**config.mk**
```make
export PLATFORM = sky130hd
export DESIGN_NAME = nunchuck_frame_decoder
export DESIGN_NICKNAME = d
export VERILOG_FILES = /design/src/rtl/nunchuck_pkg.sv /design/src/rtl/nunchuck_frame_decoder_iir.sv /design/src/rtl/nunchuck_frame_decoder.sv
export SDC_FILE = /design/constraint.sdc
export NUM_CORES = 1
export LEC_CHECK = 0
export ABC_AREA = 1
export CAP_MARGIN = 15
export CORE_MARGIN = 4
export CORE_UTILIZATION = 44
export DETAILED_ROUTE_END_ITERATION = 7
export PLACE_DENSITY = 0.66
export SLEW_MARGIN = 20
export SYNTH_ARGS = -nofsm -noshare
export SYNTH_HDL_FRONTEND = slang
export SYNTH_SLANG_ARGS = --single-unit
```
**constraint.sdc**
```tcl
create_clock -name clk -period 2.65 [get_ports clk]
set_clock_uncertainty 0.15 [all_clocks]
set_input_delay 0.3975 -clock clk [delete_from_list [all_inputs] [get_ports clk]]
set_output_delay 0.3975 -clock clk [all_outputs]
set_load 0.02 [all_outputs]
```
**src/rtl/nunchuck_pkg.sv**
```systemverilog
// Shared constants and state type for the Nunchuck report frame decoder.
package nunchuck_pkg;

    localparam int unsigned FRAME_LEN = 6;
    localparam int unsigned CNT_W     = 3;

    localparam int unsigned IDX_JX  = 0;
    localparam int unsigned IDX_JY  = 1;
    localparam int unsigned IDX_BTN = 5;

    localparam logic [7:0] DECRYPT_KEY = 8'h17;

    typedef enum logic [1:0] {
        IDLE    = 2'd0,
        COLLECT = 2'd1,
        COMMIT  = 2'd2
    } state_t;

endpackage

```
**src/rtl/nunchuck_frame_decoder_iir.sv**
```systemverilog
// First-order IIR smoother: acc += (sample - acc) >>> FILT_SHIFT; the first load after reset primes acc directly.
module nunchuck_iir #(
    parameter int unsigned FILT_SHIFT = 2
) (
    input  logic       clk,
    input  logic       rst,
    input  logic       load,
    input  logic [7:0] sample,
    output logic [7:0] acc
);

    logic              primed;
    logic signed [8:0] diff;
    logic signed [8:0] step;
    logic        [7:0] acc_next;

    // The step magnitude never exceeds |diff|, so the 8-bit sum cannot wrap.
    always_comb begin
        diff     = $signed({1'b0, sample}) - $signed({1'b0, acc});
        step     = diff >>> FILT_SHIFT;
        acc_next = acc + step[7:0];
    end

    always_ff @(posedge clk or posedge rst) begin
        if (rst) begin
            acc    <= 8'd0;
            primed <= 1'b0;
        end else if (load) begin
            acc    <= primed ? acc_next : sample;
            primed <= 1'b1;
        end
    end

endmodule

```
**src/rtl/nunchuck_frame_decoder.sv**
```systemverilog
// Assembles 6-byte Nunchuck reports, smooths the selected joystick axis and decodes the buttons.
// Optional feature macro: NUNCHUCK_DECRYPT_EN (legacy-init byte de-obfuscation on store).
module nunchuck_frame_decoder
    import nunchuck_pkg::*;
#(
    parameter int unsigned FILT_SHIFT = 2
) (
    input  logic       clk,
    input  logic       rst,
    input  logic [7:0] in_data,
    input  logic       in_valid,
    input  logic       in_start,
    output logic       in_ready,
    input  logic       sel_axis,
    output logic [3:0] data,
    output logic       data_valid,
    output logic       btn_z,
    output logic       btn_c,
    output logic       frame_err
);

    state_t             state, state_next;
    logic [CNT_W-1:0]   count, count_next;
    logic [7:0]         byte_jx, byte_jy, byte_btn;
    logic [7:0]         stored;
    logic [CNT_W-1:0]   idx;
    logic               xfer;
    logic               store;
    logic               load;
    logic               err_next;
    logic [7:0]         acc;

`ifdef NUNCHUCK_DECRYPT_EN
    assign stored = (in_data ^ DECRYPT_KEY) + DECRYPT_KEY;
`else
    assign stored = in_data;
`endif

    // Ready is a pure function of state, forced low while reset is held.
    assign in_ready = ~rst & (state != COMMIT);
    assign xfer     = in_valid & in_ready;
    assign store    = xfer & (in_start | (state == COLLECT));
    assign idx      = in_start ? CNT_W'(0) : count;

    always_ff @(posedge clk or posedge rst) begin
        if (rst) begin
            state <= IDLE;
            count <= '0;
        end else begin
            state <= state_next;
            count <= count_next;
        end
    end

    always_comb begin
        state_next = state;
        count_next = count;
        err_next   = 1'b0;
        load       = 1'b0;
        case (state)
            IDLE: begin
                if (xfer && in_start) begin
                    count_next = CNT_W'(1);
                    state_next = COLLECT;
                end
            end
            COLLECT: begin
                if (xfer) begin
                    if (in_start) begin
                        err_next   = 1'b1;
                        count_next = CNT_W'(1);
                    end else begin
                        count_next = count + CNT_W'(1);
                        if (count == CNT_W'(FRAME_LEN - 1))
                            state_next = COMMIT;
                    end
                end
            end
            COMMIT: begin
                load       = 1'b1;
                count_next = '0;
                state_next = IDLE;
            end
            default: state_next = IDLE;
        endcase
    end

    // Only the axis bytes and the button byte are kept; accelerometer bytes are discarded.
    always_ff @(posedge clk or posedge rst) begin
        if (rst) begin
            byte_jx  <= 8'd0;
            byte_jy  <= 8'd0;
            byte_btn <= 8'd0;
        end else if (store) begin
            if (idx == CNT_W'(IDX_JX))  byte_jx  <= stored;
            if (idx == CNT_W'(IDX_JY))  byte_jy  <= stored;
            if (idx == CNT_W'(IDX_BTN)) byte_btn <= stored;
        end
    end

    nunchuck_iir #(
        .FILT_SHIFT (FILT_SHIFT)
    ) u_iir (
        .clk    (clk),
        .rst    (rst),
        .load   (load),
        .sample (sel_axis ? byte_jy : byte_jx),
        .acc    (acc)
    );

    assign data = acc[7:4];

    always_ff @(posedge clk or posedge rst) begin
        if (rst) begin
            data_valid <= 1'b0;
            frame_err  <= 1'b0;
            btn_z      <= 1'b0;
            btn_c      <= 1'b0;
        end else begin
            data_valid <= load;
            frame_err  <= err_next;
            if (load) begin
                btn_z <= ~byte_btn[0];
                btn_c <= ~byte_btn[1];
            end
        end
    end

endmodule

```
==> results_dict.tcl <==
set metrics [dict create \
    status "finished, violations left" \
    violations "setup timing" \
    period_share 1.069 \
    antenna_found_initial 0 \
    final_hold_viol_count 0 \
    max_slew_margin 0.6623 \
    cp_data_required_time_ns 2.69 \
    vias_per_cell 4.872 \
    slowest_delay_ns 0.40 \
    whs_ns 0.3219 \
    clkSinkCount 36 \
    holdBufCountCts 0 \
    clock_path_buffers 2 \
    ctsRootBufferMaster "clkbuf_8" \
    synth_seq_cells 36 \
    start_util 0.4639 \
    grt_pass1_wl_mm 9.301 \
    grt_pass1_vias 2068 \
    num_rows 26 \
    port_buffers 21 \
    crit_type "reg2reg" \
    post-route-min-period_ns 2.834 \
    htreeDepth 2 \
    max_freq_mhz 352.9 \
    num_antenna_cells 0 \
    die_w_um 82.31 \
    path_max_fanout 4 \
    worst_slack_ns -0.1836 \
    drt_iter0_drc 97 \
    min_path_type "reg2reg" \
    finalSetupViolCount 5 \
    maxCapViolCount 0 \
    core_area_um2 5238 \
    overflow 0 \
    yosysSeqAreaShare 0.3708 \
    syn_avg_cell_area_um2 8.127 \
    clk_latency_ns 0.29 \
    io_pins 22 \
    vias 2124 \
    place_hpwl_mm 3.942 \
    synthesis.nets 337 \
    syn_to_final_growth_pct 38.31 \
    drt-pass1-iter-count 4 \
    ys_types 32 \
    synthesis.area_um2 2430 \
    grt_max_degree 37 \
    final_nets 403 \
    crit_path_start_kind "flip-flop" \
    max_slew.worst_pin.slew_ns 0.5060 \
    cp_cell_sequence "nand2_2 -> nand2_2 -> ha_4 -> nand2_4 -> nand2_4 -> nand2_4 -> nand2_4 -> a21oi_2 -> o21bai_1 -> xor2_1 -> ha_1 -> buf_4 -> nand2_1 -> nand2_1 -> a21oi_2 -> xor2_1 -> nand2_1 -> o211ai_1 -> nand2_1" \
    die_area_um2 6775 \
    drive_gt1_frac 0.3224 \
    ant_nets 0 \
    slew_viol_final 0 \
    ys_warn_count 0 \
    tritoncts "yes" \
    finalWirelength_mm 5.569 \
    numCtsBuffers 5 \
    rsz0062_at_grt "true" \
    crit_arrival_ns 2.87 \
    wl_per_cell_um 12.77 \
    worst_path_max_delay_cell "dfrtp_1" \
    endpoint_kind "flip-flop" \
    path_clk_slew_ns 0.09 \
    globalplace.congestion 0.8656 \
    synthCells 299 \
    fin_util 0.6417 \
    grt_use_total 0.1795 \
    die_y_um 82.31 \
    drc 0 \
]
## cell usage in the layout, fill, tap and decap left out, types with 4 or more instances in the layout
| cell | synthesis | final |
|---|---|---|
| inv_1 | 35 | 35 |
| o21ai_2 | 9 | 10 |
| nand2_1 | 82 | 72 |
| xor2_1 | 8 | 6 |
| nand3_1 | 11 | 9 |
| nor2_1 | 10 | 9 |
| clkbuf_8 | 0 | 5 |
| a21oi_1 | 21 | 13 |
| a21oi_2 | 0 | 8 |
| ha_1 | 24 | 14 |
| o211ai_1 | 4 | 4 |
| buf_4 | 4 | 46 |
| ha_4 | 0 | 9 |
| o21ai_1 | 3 | 5 |
| clkdlybuf4s50_1 | 0 | 20 |
| o21ai_0 | 20 | 17 |
| dfrtp_1 | 36 | 36 |
| nand2_4 | 1 | 5 |
| nand2_2 | 6 | 12 |
## registers in the layout, indices dropped and copies added, names as in the netlist
name / flops
btn_c: 1
btn_z: 1
byte_btn: 2
byte_jx: 8
byte_jy: 8
count: 3
data_valid: 1
frame_err: 1
state: 2
u_iir.acc: 8
u_iir.primed: 1
## synth_stat cells
cell / n / area (um2)
nand2_1: 82 / 307.8
dfrtp_1: 36 / 900.9
inv_1: 35 / 131.4
ha_1: 24 / 300.3
a21oi_1: 21 / 105.1
o21ai_0: 20 / 100.1
nand3_1: 11 / 55.05
nor2_1: 10 / 37.54
o21ai_2: 9 / 78.83
xor2_1: 8 / 70.07
nand2_2: 6 / 37.54
buf_4: 4 / 30.03
buf_6: 4 / 45.04
o211ai_1: 4 / 30.03
o21ai_1: 3 / 15.01
a22oi_1: 2 / 15.01
clkbuf_1: 2 / 7.510
inv_2: 2 / 7.510
nor3_1: 2 / 10.01
xnor2_1: 2 / 17.52
a211oi_1: 1 / 7.510
clkinv_4: 1 / 8.760
fa_1: 1 / 20.02
inv_4: 1 / 6.260
nand2_4: 1 / 11.26
nand3_2: 1 / 10.01
nand4_1: 1 / 6.260
nand4_2: 1 / 12.51
nor2_8: 1 / 20.02
o21bai_1: 1 / 7.510
o22ai_1: 1 / 6.260
or3_4: 1 / 11.26
## worst max-delay path: cells and delay by family, from the launching register on
family	cells	cell delay [ns]
compound gates	4	0.43
xor+xnor	2	0.30
fa+ha+maj	2	0.61
buf+inv	1	0.16
flops	1	0.40
simple gates	10	0.69
## per-stage QoR
stage | setup slack [ns] | cell area (um2) | std cells | TNS (ns)
2_1_floorplan | -0.1962 | 2536 | 299 | -0.2529
3_3_place_gp | -0.8436 | 3043 | 420 | -4.287
3_5_place_dp | -0.8830 | 3043 | 420 | -4.548
4_1_cts | -0.1611 | 3278 | 433 | -0.4093
5_1_grt | -0.4949 | 3361 | 436 | -1.907
6_report | -0.1836 | 3361 | 436 | -0.7288
## final timing paths
| path | cells after the start | start | slack (ns) | end |
|---|---|---|---|---|
| worst max-delay path | 19 | byte_jy[1] | -0.18 | u_iir.acc[5] |
| worst min-delay path | 1 | byte_btn[0] | 0.32 | btn_z |
| worst max register to register | 19 | byte_jy[1] | -0.18 | u_iir.acc[5] |
| worst min register to register | 1 | byte_btn[0] | 0.32 | btn_z |
| max in group asynchronous | 3 | rst | 1.51 | byte_jy[5] |
| min in group asynchronous | 3 | rst | 0.51 | u_iir.acc[4] |
## logic make-up after synthesis
kind of cell | Yosys count | synth area share
AO/OA/AOI/OAI | 62 | 0.1504
adder cells (fa/ha/maj) | 25 | 0.1318
buffers and inverters | 49 | 0.09733
AND/OR/NAND/NOR | 117 | 0.2137
flip-flops | 36 | 0.3708
XOR/XNOR | 10 | 0.03605
## timing repair
| action | in CTS | in global routing |
|---|---|---|
| gates resized for setup | 23 | 15 |
| pin swaps | 27 | 20 |
| setup endpoints to repair | 7 | 6 |
| setup buffers | 5 | 3 |
## layout make-up
type / count / area (um2)
clock buffers: 5 / 68.82
clock inverters: 3 / 42.54
multi-input cells: 214 / 1529
fillers: 451 / 1877
repair buffers: 69 / 573.1
inverters: 39 / 158.9
well taps: 70 / 87.58
flip-flops and latches: 36 / 900.9
## layer usage
| metal | up-vias | part of all wire | global-route usage |
|---|---|---|---|
| li1 | 1095 | - | - |
| met1 | 971 | 0.46 | 0.2410 |
| met2 | 45 | 0.48 | 0.2869 |
| met3 | 13 | 0.036 | 0.03579 |
| met4 | 0 | 0.021 | 0.06312 |
| met5 | - | 0 | 0 |
Power is left out: the tool's default activity adds up to more than one toggle a clock period on the data nets, which glitch-free logic cannot reach.
